==> config.mk <==
export PLATFORM = sky130hd
export DESIGN_NAME = uart_cmd_wrapper
export DESIGN_NICKNAME = d
export VERILOG_FILES = /design/src/rtl/uart_cmd_wrapper.sv
export SDC_FILE = /design/constraint.sdc
export NUM_CORES = 1
export LEC_CHECK = 0
export CAP_MARGIN = 10
export CORE_ASPECT_RATIO = 1.2
export CORE_MARGIN = 5
export CORE_UTILIZATION = 53
export DETAILED_ROUTE_END_ITERATION = 6
export HOLD_SLACK_MARGIN = 0.05
export PLACE_DENSITY_LB_ADDON = 0.1
export SYNTH_ARGS = -nofsm -noshare
export SYNTH_HDL_FRONTEND = slang
export SYNTH_SLANG_ARGS = --single-unit
export TNS_END_PERCENT = 1
==> constraint.sdc <==
create_clock -name clk -period 3.5 [get_ports clk]
set_clock_uncertainty 0.1 [all_clocks]
set_input_delay 0.525 -clock clk [delete_from_list [all_inputs] [get_ports clk]]
set_output_delay 0.525 -clock clk [all_outputs]
set_load 0.005 [all_outputs]
==> src/rtl/uart_cmd_wrapper.sv <==
// rtl/uart_cmd_wrapper.sv - UART command receiver (2-byte frames) and response transmitter for the KnightsTour remote link
module uart_cmd_wrapper #(
    parameter int unsigned BAUD_DIV = 2604,
    parameter int unsigned IBYTE_TO = 20'hFFFFF
) (
    input  logic        clk,
    input  logic        rst,
    input  logic        RX,
    output logic        TX,
    output logic [15:0] cmd,
    output logic        cmd_rdy,
    input  logic        clr_cmd_rdy,
    input  logic [7:0]  resp,
    input  logic        send_resp,
    output logic        resp_sent,
    output logic        tx_busy,
    output logic        frm_err
);
    localparam int CW = $clog2(BAUD_DIV);
    localparam int TW = $clog2(IBYTE_TO + 1);
    localparam logic [CW-1:0] BIT_LAST   = CW'(BAUD_DIV - 1);
    localparam logic [CW-1:0] BIT_PENULT = CW'(BAUD_DIV - 2);
    localparam logic [CW-1:0] HALF_LAST  = CW'(BAUD_DIV / 2 - 1);
    localparam logic [TW-1:0] TO_LAST    = TW'(IBYTE_TO);

    typedef enum logic [1:0] {RX_IDLE, RX_START, RX_DATA, RX_STOP} rx_state_e;
    typedef enum logic {WAIT_HI, WAIT_LO} asm_state_e;
    typedef enum logic {TX_IDLE, TX_SHIFT} tx_state_e;

    // Synchronizer and edge detect
    logic       rx_meta_q, rx_sync_q, rx_prev_q;
    logic [1:0] sync_vld_q;
    logic       rx_fall;

    // Receiver
    rx_state_e       rx_state_q, rx_state_d;
    logic [CW-1:0]   rx_cnt_q, rx_cnt_d;
    logic [2:0]      rx_bit_q, rx_bit_d;
    logic [7:0]      rx_shift_q, rx_shift_d;
    logic            frm_err_q, frm_err_d;
    logic            rx_byte_vld;
    logic            rx_busy;

    // Command assembly
    asm_state_e      asm_q, asm_d;
    logic [7:0]      hi_byte_q, hi_byte_d;
    logic [TW-1:0]   to_cnt_q, to_cnt_d;
    logic [15:0]     cmd_q, cmd_d;
    logic            cmd_rdy_q, cmd_rdy_d;

    // Transmitter
    tx_state_e       tx_state_q, tx_state_d;
    logic [9:0]      tx_shift_q, tx_shift_d;
    logic [CW-1:0]   tx_cnt_q, tx_cnt_d;
    logic [3:0]      tx_bit_q, tx_bit_d;
    logic            tx_q, tx_d;
    logic            resp_sent_q, resp_sent_d;

    // Two-flop synchronizer preset idle-high; the validity pipe keeps the preset from posing as a real high level
    always_ff @(posedge clk or posedge rst) begin
        if (rst) begin
            rx_meta_q  <= 1'b1;
            rx_sync_q  <= 1'b1;
            sync_vld_q <= 2'b00;
            rx_prev_q  <= 1'b0;
        end else begin
            rx_meta_q  <= RX;
            rx_sync_q  <= rx_meta_q;
            sync_vld_q <= {sync_vld_q[0], 1'b1};
            rx_prev_q  <= sync_vld_q[1] & rx_sync_q;
        end
    end

    assign rx_fall = rx_prev_q & ~rx_sync_q;
    assign rx_busy = (rx_state_q != RX_IDLE);

    // Receiver state register
    always_ff @(posedge clk or posedge rst) begin
        if (rst) begin
            rx_state_q <= RX_IDLE;
            rx_cnt_q   <= '0;
            rx_bit_q   <= '0;
            rx_shift_q <= '0;
            frm_err_q  <= 1'b0;
        end else begin
            rx_state_q <= rx_state_d;
            rx_cnt_q   <= rx_cnt_d;
            rx_bit_q   <= rx_bit_d;
            rx_shift_q <= rx_shift_d;
            frm_err_q  <= frm_err_d;
        end
    end

    // Receiver next state: mid-bit sampling, false-start rejection, stop-bit check
    always_comb begin
        rx_state_d  = rx_state_q;
        rx_cnt_d    = '0;
        rx_bit_d    = rx_bit_q;
        rx_shift_d  = rx_shift_q;
        frm_err_d   = 1'b0;
        rx_byte_vld = 1'b0;
        case (rx_state_q)
            RX_IDLE: begin
                if (rx_fall) begin
                    rx_state_d = RX_START;
                end
            end
            RX_START: begin
                if (rx_cnt_q == HALF_LAST) begin
                    rx_state_d = rx_sync_q ? RX_IDLE : RX_DATA;
                    rx_bit_d   = 3'd0;
                end else begin
                    rx_cnt_d = rx_cnt_q + 1'b1;
                end
            end
            RX_DATA: begin
                if (rx_cnt_q == BIT_LAST) begin
                    rx_shift_d = {rx_sync_q, rx_shift_q[7:1]};
                    rx_bit_d   = rx_bit_q + 3'd1;
                    if (rx_bit_q == 3'd7) begin
                        rx_state_d = RX_STOP;
                    end
                end else begin
                    rx_cnt_d = rx_cnt_q + 1'b1;
                end
            end
            RX_STOP: begin
                if (rx_cnt_q == BIT_LAST) begin
                    rx_state_d = RX_IDLE;
                    if (rx_sync_q) begin
                        rx_byte_vld = 1'b1;
                    end else begin
                        frm_err_d = 1'b1;
                    end
                end else begin
                    rx_cnt_d = rx_cnt_q + 1'b1;
                end
            end
            default: rx_state_d = RX_IDLE;
        endcase
    end

    // Assembly state register
    always_ff @(posedge clk or posedge rst) begin
        if (rst) begin
            asm_q     <= WAIT_HI;
            hi_byte_q <= '0;
            to_cnt_q  <= '0;
            cmd_q     <= '0;
            cmd_rdy_q <= 1'b0;
        end else begin
            asm_q     <= asm_d;
            hi_byte_q <= hi_byte_d;
            to_cnt_q  <= to_cnt_d;
            cmd_q     <= cmd_d;
            cmd_rdy_q <= cmd_rdy_d;
        end
    end

    // Assembly next state: pair bytes, drop a stale high byte on inter-byte timeout, set beats clear
    always_comb begin
        asm_d     = asm_q;
        hi_byte_d = hi_byte_q;
        to_cnt_d  = to_cnt_q;
        cmd_d     = cmd_q;
        cmd_rdy_d = cmd_rdy_q;
        if (clr_cmd_rdy) begin
            cmd_rdy_d = 1'b0;
        end
        case (asm_q)
            WAIT_HI: begin
                if (rx_byte_vld) begin
                    hi_byte_d = rx_shift_q;
                    to_cnt_d  = '0;
                    cmd_rdy_d = 1'b0;
                    asm_d     = WAIT_LO;
                end
            end
            WAIT_LO: begin
                if (rx_byte_vld) begin
                    cmd_d     = {hi_byte_q, rx_shift_q};
                    cmd_rdy_d = 1'b1;
                    asm_d     = WAIT_HI;
                end else if (!rx_busy && !rx_fall) begin
                    if (to_cnt_q == TO_LAST) begin
                        hi_byte_d = '0;
                        to_cnt_d  = '0;
                        asm_d     = WAIT_HI;
                    end else begin
                        to_cnt_d = to_cnt_q + 1'b1;
                    end
                end
            end
            default: asm_d = WAIT_HI;
        endcase
    end

    // Transmitter state register
    always_ff @(posedge clk or posedge rst) begin
        if (rst) begin
            tx_state_q  <= TX_IDLE;
            tx_shift_q  <= '1;
            tx_cnt_q    <= '0;
            tx_bit_q    <= '0;
            tx_q        <= 1'b1;
            resp_sent_q <= 1'b0;
        end else begin
            tx_state_q  <= tx_state_d;
            tx_shift_q  <= tx_shift_d;
            tx_cnt_q    <= tx_cnt_d;
            tx_bit_q    <= tx_bit_d;
            tx_q        <= tx_d;
            resp_sent_q <= resp_sent_d;
        end
    end

    // Transmitter next state: registered line output, resp_sent raised one clk early so it lands on the last stop clk
    always_comb begin
        tx_state_d  = tx_state_q;
        tx_shift_d  = tx_shift_q;
        tx_cnt_d    = tx_cnt_q;
        tx_bit_d    = tx_bit_q;
        tx_d        = tx_q;
        resp_sent_d = 1'b0;
        case (tx_state_q)
            TX_IDLE: begin
                tx_d = 1'b1;
                if (send_resp) begin
                    tx_state_d = TX_SHIFT;
                    tx_shift_d = {1'b1, resp, 1'b0};
                    tx_cnt_d   = '0;
                    tx_bit_d   = 4'd0;
                    tx_d       = 1'b0;
                end
            end
            TX_SHIFT: begin
                if (tx_bit_q == 4'd9 && tx_cnt_q == BIT_PENULT) begin
                    resp_sent_d = 1'b1;
                end
                if (tx_cnt_q == BIT_LAST) begin
                    tx_cnt_d = '0;
                    if (tx_bit_q == 4'd9) begin
                        tx_state_d = TX_IDLE;
                        tx_d       = 1'b1;
                    end else begin
                        tx_shift_d = {1'b1, tx_shift_q[9:1]};
                        tx_bit_d   = tx_bit_q + 4'd1;
                        tx_d       = tx_shift_q[1];
                    end
                end else begin
                    tx_cnt_d = tx_cnt_q + 1'b1;
                end
            end
            default: tx_state_d = TX_IDLE;
        endcase
    end

    assign TX        = tx_q;
    assign cmd       = cmd_q;
    assign cmd_rdy   = cmd_rdy_q;
    assign resp_sent = resp_sent_q;
    assign tx_busy   = (tx_state_q == TX_SHIFT);
    assign frm_err   = frm_err_q;

endmodule

==> metrics.txt, run 1 <==
Avg Synthesized Cell Area=about 11 µm²; DRT Pass-1 Iters=4; Lkg Pwr=2.454 nW; utilization after layout=0.6277; Skew-Pair Late Insertion Delay=~0.36 ns; synthesis-to-layout area growth=14.79%; routed length per placed instance=15.62 µm; post-route cell area=roughly 5700 µm²; status=finished, final reports clean; io pins=34; fmax=around 310 MHz; FF+latch area=around 2600 µm²; Detail Route Antenna Nets=0; fillcell total=around 760; largest net degree at the start of global routing=46; register area share after synthesis=0.5241; placed cell area=5493 µm²; post-route total power=approximately 2.5 mW; Pwr Density=436.5 nW/µm²; period utilisation layout=0.9347; Crit-path slowest cell=or4b_2; hpwl dp=about 6700 µm; Max-Cap Viols=0; critical path cell sequence=or4b_2 -> nor3_2 -> and2_1 -> and3_1 -> inv_1 -> ha_1 -> or2_1 -> a21o_1 -> or4b_1 -> a21oi_1; CTS Sinks=approximately 100; met3 usage=0.02748; RSZ-0062 raised after global routing=false; Total GRT Usage=0.1800; count leader, synth=dfrtp_1; maximum buffer depth of the clock tree=2; top post-synthesis cells by area=dfrtp_1 (47%), dfstp_2 (5.8%), mux2_2 (5.4%); Yosys reg bits=around 100; Multi-input gate area=between 2000 and 2500 µm²; Initial Util=0.5469; post-synth top area cell=dfrtp_1; Final GP Congestion=between 0.8 and 0.9; Yosys cell types=64; post-CTS setup buffer count=0; vias per cell=5.906; CTS HTree Levels=3; final hold violations=0; WP data required=approximately 3.7 ns; DR iter-0 viols=198; final wirelength=about 9800 µm; width of the die=98.60 µm; worst setup margin=approximately 0.23 ns; first-pass GRT wire length=16,840 µm; Post-synth top cells=dfrtp_1 (93), nand2_1 (46), nor2_1 (34); Root Driver=clkbuf_8; Yosys Warn Count=0; Worst Max-Slew Pin Slew=around 0.81 ns; Period minus WS final=roughly 3.3 ns; drt drc=0; ys async rst share=1.000; Overflow after GRT=0; vias in the first global route=about 3.7k; die area=~11,000 µm²; Hold/Removal Path Class=flop to flop; Final Non-Filler Cells=628; Slew HR=0.4528; clock slew at reported path FFs=around 0.09 ns; critical path arrival=~3.5 ns; Die Ht=116.3 µm; PortBufs=33; num rows=38; final slew viol count=0; Gate Count Post-Synth=466; GR Util met2=0.3117; vias=approximately 3.7k; clock buffer count from CTS=9; placed cell count=just over 600; setup TNS=0 ns; CP max stage delay=~0.73 ns; critical path class=flop to flop; cell family with most CP delay=simple AND/OR/NAND/NOR gates; top-area cell type share of the netlist area=0.4662; Final #Nets=between 500 and 600; maximum vdd drop=between 0.2 and 0.25 mV; Critical Path Start Type=flop; dominant synthesized flop cell=dfrtp_1; CP Buf/Inv Count=1; GR Util met1=0.2264; global routing's busiest layer=met2; initial antenna violation count=0; final setup violation count=0; placeable core area=between 9000 and 10,000 µm²; final hold slack=between 0.2 and 0.3 ns; syn_nets=between 400 and 500; Worst setup EP type=flop; CTS tree=done; # diodes=0; Setup WS pre-CTS=about 0.12 ns; post-synthesis instance area=about 5000 µm²; Post-synth EDFFs=0; share of cells above drive strength 1=0.1654; CP Max Fanout=9
[cell type report]
type / count / share of cell area
clock inverter: 4 / 0.009170
clock buffer: 12 / 0.02707
multi-input combinational: 335 / 0.4004
tap: 120 / 0.02620
inverter: 9 / 0.006332
sequential: 104 / 0.4566
timing repair buffer: 44 / 0.07424
[final timing paths]
| kind | startpoint | to | slack (ns) | cells past startpoint |
|---|---|---|---|---|
| max in group asynchronous | rst | tx_shift_q[4]$_DFFE_PP1P_ | 2.14 | 3 |
| max | rx_cnt_q[4]$_DFF_PP0_ | to_cnt_q[19]$_DFFE_PP0P_ | 0.23 | 10 |
| min reg2reg | sync_vld_q[0]$_DFF_PP0_ | sync_vld_q[1]$_DFF_PP0_ | 0.26 | 0 |
| min in group asynchronous | rst | tx_cnt_q[9]$_DFFE_PP0P_ | 0.42 | 2 |
| max reg2reg | rx_cnt_q[4]$_DFF_PP0_ | to_cnt_q[19]$_DFFE_PP0P_ | 0.23 | 10 |
| min | sync_vld_q[0]$_DFF_PP0_ | sync_vld_q[1]$_DFF_PP0_ | 0.26 | 0 |
[report_power, final]
| part | leakage [nW] | total [mW] | switching, mW | internal, mW |
|---|---|---|---|---|
| Clock | 0.0948 | 0.775 | 0.405 | 0.370 |
| Sequential | 1.36 | 1.43 | 0.118 | 1.31 |
| Combinational | 0.995 | 0.294 | 0.155 | 0.139 |
| Total | 2.45 | 2.50 | 0.678 | 1.82 |
[placed cells by master (no fill, tap or decap), types with 4 or more instances in the layout]
cell / instances
dfrtp_1: 93
nand2_1: 46
nor2_1: 34
clkdlybuf4s50_1: 33
o21ai_0: 24
mux2_2: 24
nand3_1: 18
a31oi_1: 17
a21oi_1: 15
dfstp_2: 11
nand4_1: 11
ha_1: 11
clkbuf_8: 11
a22o_1: 10
buf_4: 10
nor2b_1: 9
inv_1: 8
nor3_1: 8
and3_1: 8
o22a_1: 7
o21a_1: 7
xor2_1: 6
mux2i_1: 6
xnor2_1: 5
or4b_1: 4
or2_2: 4
or3_1: 4
o22ai_1: 4
o31ai_1: 4
[worst reg2reg max path, cell delays in order, from the launching register on]
cell     delay [ns]
dfrtp_1        0.42
or4b_2         0.73
nor3_2         0.16
and2_1         0.17
and3_1         0.18
inv_1          0.05
ha_1           0.18
or2_1          0.26
a21o_1         0.28
or4b_1         0.53
a21oi_1        0.15
[timing repair]
action                     CTS  global route
gates resized for setup      0             4
setup endpoints to repair    0            14
hold buffers                 0             0
[sequential cells by signal, summed over array words and instances (netlist names), named ones only]
name,cells
asm_q,1
resp_sent,1
rx_meta_q,1
rx_prev_q,1
TX,1
tx_cnt_q,12
hi_byte_q,8
cmd_rdy,1
frm_err,1
tx_shift_q,8
sync_vld_q,2
tx_busy,1
to_cnt_q,20
rx_state_q,1
tx_bit_q,4
cmd,16
rx_cnt_q,12
rx_shift_q,8
rx_bit_q,3
rx_sync_q,1
[logic make-up (layout without fill, tap and decap cells)]
group,count (synthesis),in the layout,synth area share
DFF,104,104,0.5241
muxes,30,30,0.06617
adders and majority gates,11,11,0.02757
other,1,1,0.0007512
xor gates and xnor gates,11,11,0.01930
buffers and inverters,27,69,0.02230
and+or+nand+nor,175,175,0.1915
AOI/OAI and AO/OA,107,107,0.1484
[routing by layer]
metal | vias up | wire [µm] | share of wire
met1 | 1828 | 4417 | 0.45
met3 | 14 | 397 | 0.040
met2 | 88 | 4803 | 0.49
met4 | 0 | 189 | 0.019
li1 | 1779 | - | -
met5 | - | 0 | 0
Note: power is estimated with default switching activity, not from simulation.
==> run 2: changes to the inputs <==
- PLACE_DENSITY: default -> 0.88
- PLACE_DENSITY_LB_ADDON: 0.1 -> default
==> metrics.txt, run 2 (synthesis results as in run 1) <==
Final #Nets=525 (-0.38%); Worst Max-Slew Pin Slew=0.9196 ns (+0.1052 ns); maximum buffer depth of the clock tree=2 (unchanged); CP Max Fanout=7 (-2); CTS Sinks=104 (unchanged); fillcell total=693 (-9.3%); Hold/Removal Path Class=flop to flop; Biggest register=to_cnt_q; FF+latch area=2616 µm² (unchanged); WP data required=3.65 ns (-0.05 ns); Period minus WS final=3.301 ns (+0.02950 ns); final slew viol count=0 (unchanged); setup TNS=0 ns (unchanged); clock buffer count from CTS=9 (unchanged); crit path launch=rx_cnt_q[4]$_DFF_PP0_; post-CTS setup buffer count=0 (unchanged); routed length per placed instance=16.35 µm (+4.7%); Detail Route Antenna Nets=0 (unchanged); largest net degree at the start of global routing=94 (+100%); clock slew at reported path FFs=0.10 ns (about the same); Worst setup EP type=flop; Slew HR=0.3822 (-0.07065); period utilisation layout=0.9431 (+0.008429); critical path arrival=3.45 ns (-0.02 ns); critical path class=flop to flop; PortBufs=33 (unchanged); final hold slack=0.2606 ns (+0.001967 ns); num rows=38 (unchanged); DRT Pass-1 Iters=5 (+1); final wirelength=10,240 µm (+4.4%); most common cell after layout, fill and taps aside=dfrtp_1; reg-to-reg critical path startpoint=rx_cnt_q[4]$_DFF_PP0_; Die Ht=116.3 µm (unchanged); die area=11,470 µm² (unchanged); CTS HTree Levels=3 (unchanged); Skew-Pair Late Insertion Delay=0.39 ns (+0.03 ns); Pwr Density=435.7 nW/µm² (-0.17%); Total GRT Usage=0.1864 (+0.006379); Max-Cap Viols=0 (unchanged); status=finished, final reports clean; fmax=302.9 MHz (-0.89%); cts-stage hold buffer count=0 (unchanged); Lkg Pwr=2.453 nW (about the same); Initial Util=0.5469 (unchanged); width of the die=98.60 µm (unchanged); placed cell count=610 (-0.33%); utilization after layout=0.6240 (-0.003700); # diodes=0 (unchanged); final setup violation count=0 (unchanged); Root Driver=clkbuf_8; drt drc=0 (unchanged); Hold Path Origin=sync_vld_q[0]$_DFF_PP0_; share of cells above drive strength 1=0.1640 (-0.001323); RSZ-0062 raised after global routing=false; vias=3,766 (+1.5%); Final GP Congestion=0.9019 (+9.5%); io pins=34 (unchanged); placeable core area=9129 µm² (unchanged); hpwl dp=7040 µm (+4.7%); DR iter-0 viols=276 (+39%); final hold violations=0 (unchanged); worst setup margin=0.1990 ns (-0.02950 ns); Critical Path Start Type=flop; Overflow after GRT=0 (unchanged); first-pass GRT wire length=17,670 µm (+5.0%); Final Non-Filler Cells=626 (-0.32%); maximum vdd drop=0.2721 mV (+13%); synthesis-to-layout area growth=14.11%; vias in the first global route=3,955 (+8.1%); Multi-input gate area=2281 µm² (-0.60%); vias per cell=6.016 (+1.9%); most frequent cells in the layout=dfrtp_1 (93), nand2_1 (46), nor2_1 (34); CTS tree=done; Setup WS pre-CTS=0.1244 ns (+0.0008360 ns); initial antenna violation count=0 (unchanged); Largest register FFs=20 (unchanged)
## run 2: where the power goes
group	leakage (nW)	internal, mW	switching (mW)
clock	0.103	0.289	0.469
combinational	0.985	0.132	0.151
sequential	1.36	1.31	0.127
total	2.45	1.74	0.747
## run 2: final cells by class
class	instances	area share
clock buffer	9	0.02174
clock inverter	7	0.01384
inverter	9	0.006369
multi-input combinational	335	0.4004
sequential	104	0.4593
tap	120	0.02636
timing repair buffer	42	0.07204
## run 2: timing repair
| item | CTS | global route |
|---|---|---|
| gates resized for setup | 0 | 3 |
| endpoints found under the hold margin | 0 | 0 |
| setup endpoints to repair | 0 | 7 |
## run 2: per-stage QoR
stage | total power [mW] | cell area, µm²
after floorplan | 1.642 | 4992
after global placement | 1.716 | 5478
after detailed placement | 1.742 | 5478
after CTS | 2.497 | 5680
after global routing | 2.599 | 5697
final | 2.482 | 5697
## run 2: metal layers
| layer | wire length, µm | track usage | part of all wire |
|---|---|---|---|
| met4 | 217 | 0.09199 | 0.021 |
| met1 | 4428 | 0.2330 | 0.43 |
| met2 | 5049 | 0.3085 | 0.49 |
| met5 | 0 | 0 | 0 |
| met3 | 540 | 0.04122 | 0.053 |
## run 2: worst max-delay path, cell delays in order (launching register included)
cell,delay (ns)
dfrtp_1,0.42
or4b_2,0.72
nor3_2,0.16
and2_1,0.18
and3_1,0.19
buf_4,0.14
ha_1,0.16
or2_1,0.24
nor4_1,0.07
buf_4,0.18
and3b_1,0.16
a221oi_1,0.30
o21ai_0,0.14
## run 2: final timing paths
kind | to | slack (ns) | cells after the start
max | to_cnt_q[9]$_DFFE_PP0P_ | 0.20 | 12
min | sync_vld_q[1]$_DFF_PP0_ | 0.26 | 0
max reg2reg | to_cnt_q[9]$_DFFE_PP0P_ | 0.20 | 12
min reg2reg | sync_vld_q[1]$_DFF_PP0_ | 0.26 | 0
max in group asynchronous | to_cnt_q[18]$_DFFE_PP0P_ | 2.31 | 3
min in group asynchronous | tx_bit_q[0]$_DFFE_PP0P_ | 0.28 | 2
==> run 3: changes to the inputs <==
- CORE_UTILIZATION: 53 -> 50
- PLACE_DENSITY: 0.88 -> 0.84
==> metrics.txt, run 3 (synthesis results as in run 1) <==
maximum vdd drop=0.2206 mV (-19%); cts-stage hold buffer count=0 (unchanged); Hold Path Origin=sync_vld_q[0]$_DFF_PP0_; die area=12,090 µm² (+5.4%); Skew-Pair Late Insertion Delay=0.35 ns (-0.04 ns); final wirelength=10,240 µm (about the same); CP Max Fanout=7 (unchanged); final setup violation count=0 (unchanged); maximum buffer depth of the clock tree=2 (unchanged); vias=3,779 (+0.35%); Final Non-Filler Cells=632 (+0.96%); Max-Cap Viols=0 (unchanged); CTS Sinks=104 (unchanged); Final #Nets=525 (unchanged); hpwl dp=6905 µm (-1.9%); Hold/Removal Path Class=flop to flop; largest net degree at the start of global routing=62 (-34%); Biggest register=to_cnt_q; # diodes=0 (unchanged); first-pass GRT wire length=17,640 µm (-0.19%); most frequent cells in the layout=dfrtp_1 (93), nand2_1 (46), nor2_1 (34); period utilisation layout=0.9539 (+0.01071); routed length per placed instance=16.20 µm (-0.90%); post-CTS setup buffer count=0 (unchanged); DRT Pass-1 Iters=7 (+2); PortBufs=33 (unchanged); CTS tree=done; drt drc=0 (unchanged); placeable core area=9910 µm² (+8.6%); post-route cell area=5814 µm² (+2.1%); vias in the first global route=3,843 (-2.8%); Overflow after GRT=0 (unchanged); Die Ht=119.5 µm (+2.7%); critical path arrival=3.50 ns (+0.05 ns); placed cell count=616 (+0.98%); critical path class=flop to flop; initial antenna violation count=0 (unchanged); Critical Path Start Type=flop; Slew HR=0.4322 (+0.04998); Largest register FFs=20 (unchanged); Pwr Density=472.8 nW/µm² (+8.5%); clock buffer count from CTS=9 (unchanged); Period minus WS final=3.338 ns (+0.03749 ns); most common cell after layout, fill and taps aside=dfrtp_1; crit path launch=rx_cnt_q[4]$_DFF_PP0_; DR iter-0 viols=211 (-24%); final hold violations=0 (unchanged); Final GP Congestion=0.8826 (-2.1%); synthesis-to-layout area growth=16.47%; Lkg Pwr=2.499 nW (+1.9%); Initial Util=0.5038 (-0.04309); Worst Max-Slew Pin Slew=0.8453 ns (-0.07439 ns); WP data required=3.66 ns (about the same); width of the die=101.2 µm (+2.7%); vias per cell=5.979 (-0.61%); status=finished, final reports clean; Root Driver=clkbuf_16; CTS HTree Levels=3 (unchanged); Total GRT Usage=0.1777 (-0.008679); share of cells above drive strength 1=0.1621 (-0.001976); final slew viol count=0 (unchanged); fmax=299.5 MHz (-1.1%); Detail Route Antenna Nets=0 (unchanged); reg-to-reg critical path startpoint=rx_cnt_q[4]$_DFF_PP0_; setup TNS=0 ns (unchanged); placed cell area=5485 µm² (+0.14%); io pins=34 (unchanged); utilization after layout=0.5867 (-0.03730); Worst setup EP type=flop; num rows=40 (+5.3%); clock slew at reported path FFs=0.08 ns (-0.02 ns); fillcell total=783 (+13%)
==> run 3: cell count changes in the layout (fill, tap and decap cells not counted) <==
| cell | delta |
|---|---|
| o31ai_1 | +1 |
| nor4b_2 | -1 |
| o31ai_2 | -1 |
| clkinv_8 | +1 |
| inv_6 | -3 |
| nor4b_4 | +1 |
| clkinv_4 | +1 |
| inv_8 | +2 |
| inv_12 | -1 |
| clkbuf_16 | +9 |
| clkbuf_8 | -9 |
==> run 3: cell type report <==
type / instances / area [µm²] / share of cell area
Multi-Input combinational cell: 335 / 2285 / 0.3929
Clock inverter: 7 / 83.83 / 0.01442
Tap cell: 126 / 157.7 / 0.02711
Clock buffer: 9 / 225.2 / 0.03873
Sequential cell: 104 / 2616 / 0.4500
Inverter: 9 / 36.28 / 0.006241
Timing Repair Buffer: 42 / 410.4 / 0.07058
==> run 3: worst max-delay path, cell delays in order (launching register included) <==
cell     delay (ns)
dfrtp_1        0.42
or4b_2         0.73
nor3_2         0.16
and2_1         0.18
and3_1         0.18
inv_1          0.05
ha_1           0.17
or2_1          0.30
nor4_1         0.20
buf_4          0.19
nor4b_4        0.26
a31oi_1        0.16
a31oi_1        0.16
==> run 3: per-stage QoR <==
step	worst slack [ns]	total power [mW]	hold WS [ns]
2_1_floorplan	0.1303	1.642	0.2312
6_report	0.1615	2.749	0.2573
3_5_place_dp	0.09216	1.740	0.2434
3_3_place_gp	0.2086	1.716	0.2382
5_1_grt	-0.01478	2.869	0.2662
4_1_cts	0.1100	2.768	0.2612
==> run 3: worst paths after layout <==
check | end | slack (ns) | depth (start not counted)
worst max-delay path | to_cnt_q[12]$_DFFE_PP0P_ | 0.16 | 12
worst min-delay path | sync_vld_q[1]$_DFF_PP0_ | 0.26 | 0
worst max register to register | to_cnt_q[12]$_DFFE_PP0P_ | 0.16 | 12
worst min register to register | sync_vld_q[1]$_DFF_PP0_ | 0.26 | 0
max in group asynchronous | rx_sync_q$_DFF_PP1_ | 1.97 | 3
min in group asynchronous | rx_cnt_q[0]$_DFF_PP0_ | 0.57 | 2
==> run 3: repair_timing <==
item	in CTS	in global routing
hold endpoints to repair	0	0
endpoints found under the setup margin	1	5
gates resized for setup	1	2
==> run 3: power by group <==
part / switching [mW] / leakage [nW] / internal (mW)
logic: 0.149 / 0.984 / 0.133
registers: 0.126 / 1.36 / 1.31
clock network: 0.512 / 0.151 / 0.515
total: 0.788 / 2.50 / 1.96
==> run 3: layer usage <==
layer | routed length (µm) | up-vias | share of wire | track usage
met4 | 187 | 0 | 0.018 | 0.07648
met1 | 4381 | 1846 | 0.43 | 0.2229
met5 | 0 | - | 0 | 0
li1 | - | 1790 | - | -
met2 | 5216 | 124 | 0.51 | 0.2917
met3 | 455 | 19 | 0.044 | 0.03925
